--- config.mk ---
export PLATFORM = sky130hd
export DESIGN_NAME = pc_sequencer
export DESIGN_NICKNAME = d
export VERILOG_FILES = /design/src/rtl/mips_pkg.sv /design/src/rtl/branch_target_calc.sv /design/src/rtl/pc_sequencer.sv
export SDC_FILE = /design/constraint.sdc
export NUM_CORES = 1
export LEC_CHECK = 0
export ABC_AREA = 1
export BUFFER_PORTS_ARGS = -buffer_cell sky130_fd_sc_hd__buf_2
export CORE_ASPECT_RATIO = 1.1
export CORE_MARGIN = 1
export CORE_UTILIZATION = 32
export DETAILED_ROUTE_END_ITERATION = 12
export HOLD_SLACK_MARGIN = 0.1
export SLEW_MARGIN = 20
export SYNTH_ARGS = -nofsm -noshare
export SYNTH_HDL_FRONTEND = slang
export SYNTH_SLANG_ARGS = --single-unit
--- constraint.sdc ---
create_clock -name clk -period 1.9 [get_ports clk]
set_input_delay 0.57 -clock clk [delete_from_list [all_inputs] [get_ports clk]]
set_output_delay 0.57 -clock clk [all_outputs]
set_load 0.03 [all_outputs]
--- src/rtl/mips_pkg.sv ---
// -----------------------------------------------------------------------------
// mips_pkg
// Shared definitions for the pipelined MIPS core front end.
//   - pc_state_e : program-counter sequencer states (BOOT, RUN, DRAIN)
//   - RESET_PC_DEFAULT / EXC_VEC_DEFAULT : default reset and exception vectors
//   - opcode and instruction field widths used by the decoder
// No ports (package).
// -----------------------------------------------------------------------------
package mips_pkg;

    // Sequencer states: BOOT is the single dead cycle after reset, DRAIN
    // lets the pipeline empty before vectoring to the exception handler.
    typedef enum logic [1:0] {
        BOOT  = 2'd0,
        RUN   = 2'd1,
        DRAIN = 2'd2
    } pc_state_e;

    localparam logic [31:0] RESET_PC_DEFAULT = 32'h0000_0000;
    localparam logic [31:0] EXC_VEC_DEFAULT  = 32'h8000_0180;

    // Instruction field widths.
    localparam int XLEN       = 32;
    localparam int OPCODE_W   = 6;
    localparam int REG_W      = 5;
    localparam int SHAMT_W    = 5;
    localparam int FUNCT_W    = 6;
    localparam int IMM_W      = 16;
    localparam int JIDX_W     = 26;
    localparam int DRAIN_CNT_W = 4;

    // Opcodes the front end cares about.
    localparam logic [OPCODE_W-1:0] OPC_RTYPE = 6'h00;
    localparam logic [OPCODE_W-1:0] OPC_J     = 6'h02;
    localparam logic [OPCODE_W-1:0] OPC_JAL   = 6'h03;
    localparam logic [OPCODE_W-1:0] OPC_BEQ   = 6'h04;
    localparam logic [OPCODE_W-1:0] OPC_BNE   = 6'h05;
    localparam logic [OPCODE_W-1:0] OPC_LW    = 6'h23;
    localparam logic [OPCODE_W-1:0] OPC_SW    = 6'h2B;

endpackage

--- src/rtl/branch_target_calc.sv ---
// -----------------------------------------------------------------------------
// branch_target_calc
// Purely combinational redirect-target arithmetic for the PC sequencer.
//   branch_pc4    in  32 : PC+4 of the branch in EX
//   branch_imm    in  32 : sign-extended branch immediate
//   jump_pc4      in  32 : PC+4 of the jump in ID
//   jump_idx      in  26 : jump instruction index field
//   branch_target out 32 : branch_pc4 + (imm << 2), wraps modulo 2^32
//   jump_target   out 32 : {jump_pc4[31:28], jump_idx, 2'b00}
// -----------------------------------------------------------------------------
module branch_target_calc
    import mips_pkg::*;
(
    input  logic [31:0]       branch_pc4,
    input  logic [31:0]       branch_imm,
    input  logic [31:0]       jump_pc4,
    input  logic [JIDX_W-1:0] jump_idx,
    output logic [31:0]       branch_target,
    output logic [31:0]       jump_target
);

    logic [31:0] imm_words;

    // The top two immediate bits fall off the word shift; the sum wraps
    // silently, matching the architecture's lack of branch overflow traps.
    assign imm_words     = {branch_imm[29:0], 2'b00};
    assign branch_target = branch_pc4 + imm_words;

    // Jumps stay inside the current 256 MB region of the delay-slot PC.
    assign jump_target   = {jump_pc4[31:28], jump_idx, 2'b00};

endmodule

--- src/rtl/pc_sequencer.sv ---
// -----------------------------------------------------------------------------
// pc_sequencer
// Owns the fetch PC. Each cycle picks between sequential fetch, a taken
// branch (EX), a jump (ID), a load-use stall and an exception redirect,
// drives the IF/ID and ID/EX flush lines, and drains the pipe for
// DRAIN_CYCLES cycles before vectoring to EXC_VEC.
//   clk, rst_n        : clock, asynchronous active-low reset
//   stall_i           : load-use stall from the hazard unit
//   branch_i, branch_pc4_i, branch_imm_i : taken branch in EX
//   jump_i, jump_pc4_i, jump_idx_i       : J/JAL in ID
//   exc_i, exc_pc_i   : exception request and faulting PC
//   pc_o, pc_plus4_o  : fetch address and its successor
//   pc_valid_o        : pc_o is a real fetch (RUN state only)
//   flush_ifid_o, flush_idex_o : pipeline register clears (combinational)
//   epc_o             : captured exception PC
// -----------------------------------------------------------------------------
module pc_sequencer
    import mips_pkg::*;
#(
    parameter logic [31:0] RESET_PC     = RESET_PC_DEFAULT,
    parameter logic [31:0] EXC_VEC      = EXC_VEC_DEFAULT,
    parameter int          DRAIN_CYCLES = 3
) (
    input  logic              clk,
    input  logic              rst_n,
    input  logic              stall_i,
    input  logic              branch_i,
    input  logic [31:0]       branch_pc4_i,
    input  logic [31:0]       branch_imm_i,
    input  logic              jump_i,
    input  logic [31:0]       jump_pc4_i,
    input  logic [JIDX_W-1:0] jump_idx_i,
    input  logic              exc_i,
    input  logic [31:0]       exc_pc_i,
    output logic [31:0]       pc_o,
    output logic [31:0]       pc_plus4_o,
    output logic              pc_valid_o,
    output logic              flush_ifid_o,
    output logic              flush_idex_o,
    output logic [31:0]       epc_o
);

    localparam logic [DRAIN_CNT_W-1:0] DRAIN_LOAD = DRAIN_CNT_W'(DRAIN_CYCLES - 1);

    pc_state_e              state_q, state_d;
    logic [31:0]            pc_q, pc_d;
    logic [31:0]            epc_q, epc_d;
    logic [DRAIN_CNT_W-1:0] cnt_q, cnt_d;

    logic [31:0] branch_target;
    logic [31:0] jump_target;
    logic [31:0] pc_seq;

    branch_target_calc u_target (
        .branch_pc4    (branch_pc4_i),
        .branch_imm    (branch_imm_i),
        .jump_pc4      (jump_pc4_i),
        .jump_idx      (jump_idx_i),
        .branch_target (branch_target),
        .jump_target   (jump_target)
    );

    assign pc_seq = pc_q + 32'd4;

    // Next-state / next-PC selection. In RUN the order is exception,
    // branch, jump, stall, sequential: the branch beats the jump and the
    // stall because it belongs to the older instruction in EX.
    always_comb begin
        state_d = state_q;
        pc_d    = pc_q;
        epc_d   = epc_q;
        cnt_d   = cnt_q;
        unique case (state_q)
            BOOT: begin
                state_d = RUN;
            end
            RUN: begin
                if (exc_i) begin
                    epc_d   = exc_pc_i;
                    cnt_d   = DRAIN_LOAD;
                    state_d = DRAIN;
                end else if (branch_i) begin
                    pc_d = branch_target;
                end else if (jump_i) begin
                    pc_d = jump_target;
                end else if (!stall_i) begin
                    pc_d = pc_seq;
                end
            end
            DRAIN: begin
                // All redirect/stall inputs are ignored while draining.
                if (cnt_q == '0) begin
                    pc_d    = EXC_VEC;
                    state_d = RUN;
                end else begin
                    cnt_d = cnt_q - 1'b1;
                end
            end
            default: begin
                state_d = BOOT;
            end
        endcase
    end

    // Flushes are decoded from the current state and inputs so the
    // pipeline registers are cleared on the same edge the PC redirects.
    always_comb begin
        flush_ifid_o = 1'b0;
        flush_idex_o = 1'b0;
        unique case (state_q)
            RUN: begin
                if (exc_i || branch_i) begin
                    flush_ifid_o = 1'b1;
                    flush_idex_o = 1'b1;
                end else if (jump_i) begin
                    // The jump resolves in ID, so only the wrong-path fetch dies.
                    flush_ifid_o = 1'b1;
                end
            end
            DRAIN: begin
                flush_ifid_o = 1'b1;
                flush_idex_o = 1'b1;
            end
            default: begin
                flush_ifid_o = 1'b0;
                flush_idex_o = 1'b0;
            end
        endcase
    end

    always_ff @(posedge clk or negedge rst_n) begin
        if (!rst_n) begin
            state_q <= BOOT;
            pc_q    <= RESET_PC;
            epc_q   <= '0;
            cnt_q   <= '0;
        end else begin
            state_q <= state_d;
            pc_q    <= pc_d;
            epc_q   <= epc_d;
            cnt_q   <= cnt_d;
        end
    end

    assign pc_o       = pc_q;
    assign pc_plus4_o = pc_seq;
    assign pc_valid_o = (state_q == RUN);
    assign epc_o      = epc_q;

endmodule

# [Word-level counts from Yosys, hierarchy flattened]
# Cells that the tools add are included.
[word_totals] ff_bits=70 latchBits=0 mem_bits_rw=0 mem_bits_ro=0 input_bits=160 output_inout_bits=99 elab_cells=39 mem_count=0
[classes] n_addsub=3 multipliers=0 div=0 magnitude_cmp=0 n_eq_ne=7 shifts=0 mux=17 bitwise_logic=0 n_reduce_logical=8
[op_table] operator="two-way mux 32 bit" n=5
[op_table] operator="case mux 32 bit (2 select lines)" n=1
[op_table] operator="adder 32 x 3 -> 32 bit (second input constant)" n=1
[op_table] operator="adder 32 bit" n=1
[op_table] operator="two-way mux 4 bit" n=2
[op_table] operator="!= test 2 bit (second input constant)" n=4
[op_table] operator="case mux 4 bit (2 select lines)" n=1
[op_table] operator="case mux 2 bit (3 select lines)" n=1
[op_table] operator="zero test 4 bit" n=1
[op_table] operator="two-way mux 2 bit" n=2
[op_table] operator="!= test 4 bit (second input constant)" n=1
[op_table] operator="case mux 1 bit (2 select lines)" n=2
[op_table] operator="AND reduction 2 bit" n=2
[op_table] operator="AND reduction 4 bit" n=1
[op_table] operator="subtractor 4 x 1 -> 4 bit (second input constant)" n=1
[op_table] operator="two-way mux 1 bit" n=3
[op_table] operator="AND reduction 3 bit" n=1
[op_table] operator="equality test 2 x 1 -> 1 bit (second input constant)" n=1
[op_table] operator="equality test 2 bit (second input constant)" n=1
[op_table] operator="zero test 2 bit" n=1
[op_table] operator="nonzero test 2 bit" n=1
[op_table] operator="logical OR 1 bit" n=1

# [Depth between registers and ports, before layout]
# Gate-level depths: netlist (run 1).
[logic_depth] depth_word=6 mapped_depth=16 ltp_nobuf=16

# [Hierarchy]
# A second synthesis (run 1) with hierarchy kept.
[unflattened] cells_unflattened=1100 hier_area_um2=6877.8
[by_module_without_submodules] module="pc_sequencer" n_inst=1 cells_each=619 area_each_um2=4388.0
[by_module_without_submodules] module="branch_target_calc" n_inst=1 cells_each=481 area_each_um2=2489.9

# [Worst setup path before layout (run 1)]
# Ideal clock, no wire load.
[synth_timing] kind="register to output" start="register pc_q[2] (netlist: pc_o[2])" end="output port pc_plus4_o[17]" arrival_ns=1.879 path_slack_ns=-0.549 path_stages_with_launch=8 path_buffers=0 cell_sequence="dfrtp_1 > inv_1 > nor2_2 > nand2_4 > nor2_4 > inv_2 > nor2_2 > xor2_1"
[synth_via] elab_chain_cells=1
[synth_lines] element="start: declaration" line="pc_sequencer.sv:46" text="logic [31:0] pc_q, pc_d;"
[synth_lines] element="start signal: assignment" line="pc_sequencer.sv:139" text="pc_q <= pc_d;"
[synth_lines] element="adder 32 x 3 -> 32 bit" line="pc_sequencer.sv:63" text="assign pc_seq = pc_q + 32'd4;"
[synth_lines] element="end: declaration" line="pc_sequencer.sv:36" text="output logic [31:0] pc_plus4_o,"
# No other way between the ends.

# [Final worst setup path (run 1)]
[layout_timing] start="register pc_q[3] (netlist: pc_o[3])" end="output port pc_plus4_o[18]"
# Same word-level chain as after synthesis.

==> out/results.ini, run 1 <==
[synth]
synth_cell_type_count = 43
ys_seq_elements = 70
yosysWarningCount = 0
synth_top_cell_by_area = dfrtp_1
syn_inst = 1060
synth_area_leaders = dfrtp_1, nand2_1, inv_1
syn-num-nets = 1256
ys_seq_area_share_pct = 27.2
yosysMostFrequentCell = nand2_1
synth_edf_count = 0
syn_area_um2 = 6430
synth-main-ff-cell = dfrtp_1
async_flop_share_pct = 100
ys_top_cells_by_count = nand2_1, inv_1, nor2_1
synth.top_cell.area_share_pct = 27.2
synth.avg_cell_area_um2 = 6.07

[global_routing]
antenna_found_initial = 0
grtUsageTotal_pct = 22.9
overflow = 0
grt_pass1_vias = 7425
grt_pass1_wl_um = 36600
grt_max_degree = 71

[status]
outcome = finished, violations left
violations = setup timing

[die]
dieArea_um2 = 20700
ios = 259
die_x_um = 137
core.rowCount = 54
die_y_um = 151
initial_core_util_pct = 32.5
core_um2 = 19800

[sta]
setup_violations = 33
fmax_mhz = 403
fin_skew_ns = 0.00704
layout_setup_ws_ns = -0.582
relSlewSlack_pct = 67.8
final-max-slew-violation-count = 0
rsz0062_at_grt = yes
min_period_ns = 2.48
finalHoldViolCount = 0
period_share_pct = 131
worst_pin_slew_ns = 0.483

[worst_setup_path]
slowest_stage = dfrtp_2
ff2ff_setup_slack_ns = -0.06
path_common_cell = nor2_4
critPathMaxStageDelay_ns = 0.42
crit_path_cell_trace = ha_4, nand2_4, buf_4, nor2_4, inv_4, nor2_4, nand4_1, and2_4, buf_6
criticalPathCategory = register to output port
endpoint_kind = output port
cp_max_fo = 5
start_kind = register
crit_arrival_ns = 1.91
worst_ep_required_time_ns = 1.33

[finish]
finalInstanceArea_um2 = 11100
drive_gt1_share_pct = 46.9
area_growth_syn_to_layout_pct = 72.1
instances_no_fill = 1733
num_antenna_cells = 0
fin_nets = 1672

[pwr]
switching_power_mw = 7.61
internal-power_mw = 7.73
clkPwrFrac_pct = 10.7
p_seq_share_pct = 18.3
power.density_nw_per_um2 = 1390
combPwrFrac_pct = 71.0
vdd_drop_max_v = 0.00146
p_leak_nw = 6.00
switching_share_pct = 49.6

[place]
port_buffers = 228
gp_routability_congestion = 0.887
dp.cells = 1670
dpl-instance-area_um2 = 9160
pre_cts_slack_ns = -0.413
hpwl_um = 18600

[hold_path]
holdCritPathClass = primary input to async pin

[route]
drc = 0
vias_per_cell = 4.75
dr.first_iter.drc_count = 383
routed_wl_um = 25000
vias = 8237
antenna_left = 0
wire_per_inst_um = 14.4
dr.pass1.iters = 5

[clock_network]
h-tree-depth = 3
cts_sinks = 70
root_buffer = clkbuf_16
tritoncts = done
cts_made_buffers = 9
clock_latency_ns = 0.34
cts-hold-fix-buffers = 0
path_clk_slew_ns = 0.07
clockBufferDepth = 2

[flow_run]
max_cap_violations = 0

area by class of cell:
| type | instances | area (µm²) |
|---|---|---|
| fill | 1851 | 8730 |
| multi-input combinational | 817 | 5050 |
| sequential | 70 | 1780 |
| clock buffer | 9 | 225 |
| clock inverter | 7 | 61.3 |
| inverter | 148 | 568 |
| tap | 252 | 315 |
| timing repair buffer | 430 | 3060 |
power groups by stage:
| stage | Sequential, mW | Clock, mW | Combinational [mW] |
|---|---|---|---|
| after floorplan | 4.13 | 0 | 3.88 |
| after global placement | 2.76 | 0 | 8.84 |
| after detailed placement | 2.77 | 0 | 8.92 |
| after CTS | 2.78 | 1.69 | 9.89 |
| after global routing | 2.90 | 1.74 | 11.7 |
| final | 2.81 | 1.64 | 10.9 |
path summary, 6_finish.rpt:
check / endpoint / depth (start not counted) / startpoint
max in group asynchronous: pc_o[20] / 2 / rst_n
min in group clk: epc_o[22] / 3 / exc_pc_i[22]
worst max register to register: pc_o[7] / 13 / pc_o[2]
worst min register to register: epc_o[16] / 2 / epc_o[16]
worst max-delay path: pc_plus4_o[18] / 9 / pc_o[3]
worst min-delay path: epc_o[31] / 2 / rst_n
logic make-up after synthesis:
kind of cell / count (synthesis) / share of synthesized area [%]
AO/OA/AOI/OAI: 128 / 10.8
XOR/XNOR: 17 / 2.66
adder cells (fa/ha/maj): 36 / 7.12
buffers and inverters: 173 / 10.4
flip-flops: 70 / 27.2
AND/OR/NAND/NOR: 636 / 41.8
cells in the final DEF, fill, tap and decap left out, types with 20 or more instances in the layout:
cell	n
inv_1	120
buf_6	60
dfrtp_2	25
ha_4	20
buf_4	168
dfrtp_1	45
a21oi_2	23
nor2_1	61
a21oi_1	43
inv_2	23
nand3_2	21
nand2_2	42
buf_2	194
o21ai_0	22
nand2_1	369
nand3_1	57
timing repair:
item | in CTS | in global routing
setup buffers | 30 | 25
resized for setup | 141 | 191
cloned | 0 | 1
endpoints found under the setup margin | 41 | 57
pin swaps | 38 | 88
per-stage QoR:
step	hold slack (ns)	power (mW)	setup TNS (ns)	util, %
2_1_floorplan	0.274	8.01	-3.59	-
3_3_place_gp	0.456	11.6	-12.64	46.3
3_5_place_dp	0.460	11.7	-13.49	46.3
4_1_cts	0.265	14.4	-13.08	51.2
5_1_grt	0.281	16.3	-17.60	55.9
6_report	0.246	15.3	-14.02	55.9
critical path: cells and delay by family (launching register included):
kind          cells  cell delay (ns)
simple gates      5             0.62
flops             1             0.42
buf+inv           3             0.35
fa+ha+maj         1             0.17
flip-flops by register name, summed over array words and instances, names as in the netlist:
signal / flops
epc_o: 32
state_q: 2
cnt_q: 4
pc_o: 32
metal layers:
layer / GRT usage (%) / up-vias / wire (µm)
met5: 0 / - / 0
met4: 2.86 / 0 / 161
met2: 40.3 / 254 / 12300
met3: 3.57 / 15 / 1630
met1: 30.1 / 3790 / 10900
li1: - / 4178 / -
Power figures use the tool's default switching activity.
==> run 2: changes to the inputs <==
- CTS_BUF_LIST: not set -> sky130_fd_sc_hd__clkbuf_8
==> out/results.ini, run 2 (same netlist as run 1, synthesis figures left out) <==
[pwr]
power.density_nw_per_um2 = 1370
p_leak_nw = 5.84
power_mw = 14.6
vdd_drop_max_v = 0.00116

[place]
gp_routability_congestion = 0.887
hpwl_um = 18600
port_buffers = 228
dp.cells = 1670
dpl-instance-area_um2 = 9160

[worst_setup_path]
critPathMaxStageDelay_ns = 0.42
ff2ff_setup_slack_ns = -0.04
slowest_stage = dfrtp_2
cp_max_fo = 4
crit-reg2reg-launch = pc_o[3]
crit_start = pc_o[3]
crit_arrival_ns = 1.92
crit_path_cell_trace = ha_4, nand2_4, inv_4, nand2_4, nor2_4, buf_4, buf_6, nand2_1, nand2_1, and2_4, buf_6
crit_buf_inv = 4
endpoint_kind = output port
start_kind = register
worst_ep_required_time_ns = 1.33
cpLargestDelayFamily = simple AND/OR/NAND/NOR gates
criticalPathCategory = register to output port

[sta]
period_share_pct = 131
rsz0062_at_grt = yes
layout_setup_ws_ns = -0.591
fmax_mhz = 401
relSlewSlack_pct = 68.5
fin_skew_ns = 0.00985
setup_violations = 32
worst_pin_slew_ns = 0.473
finalHoldViolCount = 0
min_period_ns = 2.49
final-max-slew-violation-count = 0

[die]
dieArea_um2 = 20700
core_um2 = 19800
die_x_um = 137
ios = 259
initial_core_util_pct = 32.5
die_y_um = 151
core.rowCount = 54

[finish]
utilization_pct = 53.9
fin_nets = 1665
instances_no_fill = 1726
finalInstanceArea_um2 = 10700
area_growth_syn_to_layout_pct = 65.8
num_antenna_cells = 0
drive_gt1_share_pct = 44.4
final_common_cell = nand2_1
final_cell_mix = nand2_1, buf_2, buf_4

[global_routing]
grt_max_degree = 71
grtUsageTotal_pct = 22.9
globalRouteMet1Util_pct = 30.2
grt_pass1_wl_um = 36700
overflow = 0
met2_usage_pct = 40.3
top_usage_layer = met2
antenna_found_initial = 0
grt_pass1_vias = 7437
grt_use_met3_pct = 3.10

[route]
dr.pass1.iters = 4
routed_wl_um = 24500
dr.first_iter.drc_count = 418
vias_per_cell = 4.74
wire_per_inst_um = 14.2
antenna_left = 0
vias = 8188
drc = 0

[clock_network]
cts_sinks = 70
root_buffer = clkbuf_8
tritoncts = done
path_clk_slew_ns = 0.09
h-tree-depth = 3
clockBufferDepth = 2
cts_made_buffers = 9
cts-hold-fix-buffers = 0
clock_latency_ns = 0.37

[status]
violations = setup timing
outcome = finished, violations left

[hold_path]
holdCritPathClass = primary input to async pin

[flow_run]
max_cap_violations = 0

-- run 2: changes by cell type in the layout (fill, tap and decap cells not counted), sizes merged --
cell and delta:
clkinv +1, clkbuf -1, inv -1, buf -6
-- run 2: worst register-to-register path: cells and delay by family, from the launching register on --
kind,cells,cell delay [ns]
AO/OA/AOI/OAI,2,0.13
XOR/XNOR,1,0.18
buffers and inverters,4,0.55
flip-flops,1,0.42
AND/OR/NAND/NOR,5,0.54
-- run 2: cell type report --
class | instances | area (µm²)
Clock buffer | 9 | 124
Clock inverter | 7 | 61.3
Fill cell | 1905 | 9130
Inverter | 148 | 569
Multi-Input combinational cell | 817 | 4850
Sequential cell | 70 | 1780
Tap cell | 252 | 315
Timing Repair Buffer | 423 | 2970
-- run 2: metal layers --
layer / vias to the layer above / share of wire (%)
met5: - / 0
met4: 0 / 1.1
met3: 28 / 5.6
met2: 259 / 49
met1: 3739 / 45
li1: 4162 / -
-- run 2: power by group --
| group | switching (mW) | internal, mW |
|---|---|---|
| sequential | 0.550 | 2.25 |
| combinational | 6.20 | 4.37 |
| clock | 0.702 | 0.502 |
-- run 2: through the flow --
step	setup TNS [ns]	hold slack (ns)	setup slack (ns)
finish	-14.41	0.210	-0.591
detailed placement	-13.49	0.460	-0.413
global placement	-12.64	0.456	-0.398
global route	-18.32	0.244	-0.716
floorplan	-3.59	0.274	-0.264
CTS	-14.17	0.229	-0.604
-- run 2: worst paths after layout --
check,end,depth (start not counted)
setup / recovery,pc_plus4_o[24],11
min in group clk,epc_o[15],3
hold reg to reg,epc_o[0],2
hold / removal,epc_o[28],2
max in group asynchronous,pc_o[20],2
setup reg to reg,pc_o[7],12
-- run 2: repair_timing --
| action | 4_1_cts | 5_1_grt |
|---|---|---|
| endpoints found under the hold margin | 0 | 0 |
| pin swaps | 37 | 54 |
| gates resized for setup | 140 | 131 |
| setup buffers | 31 | 13 |
| endpoints found under the setup margin | 39 | 59 |
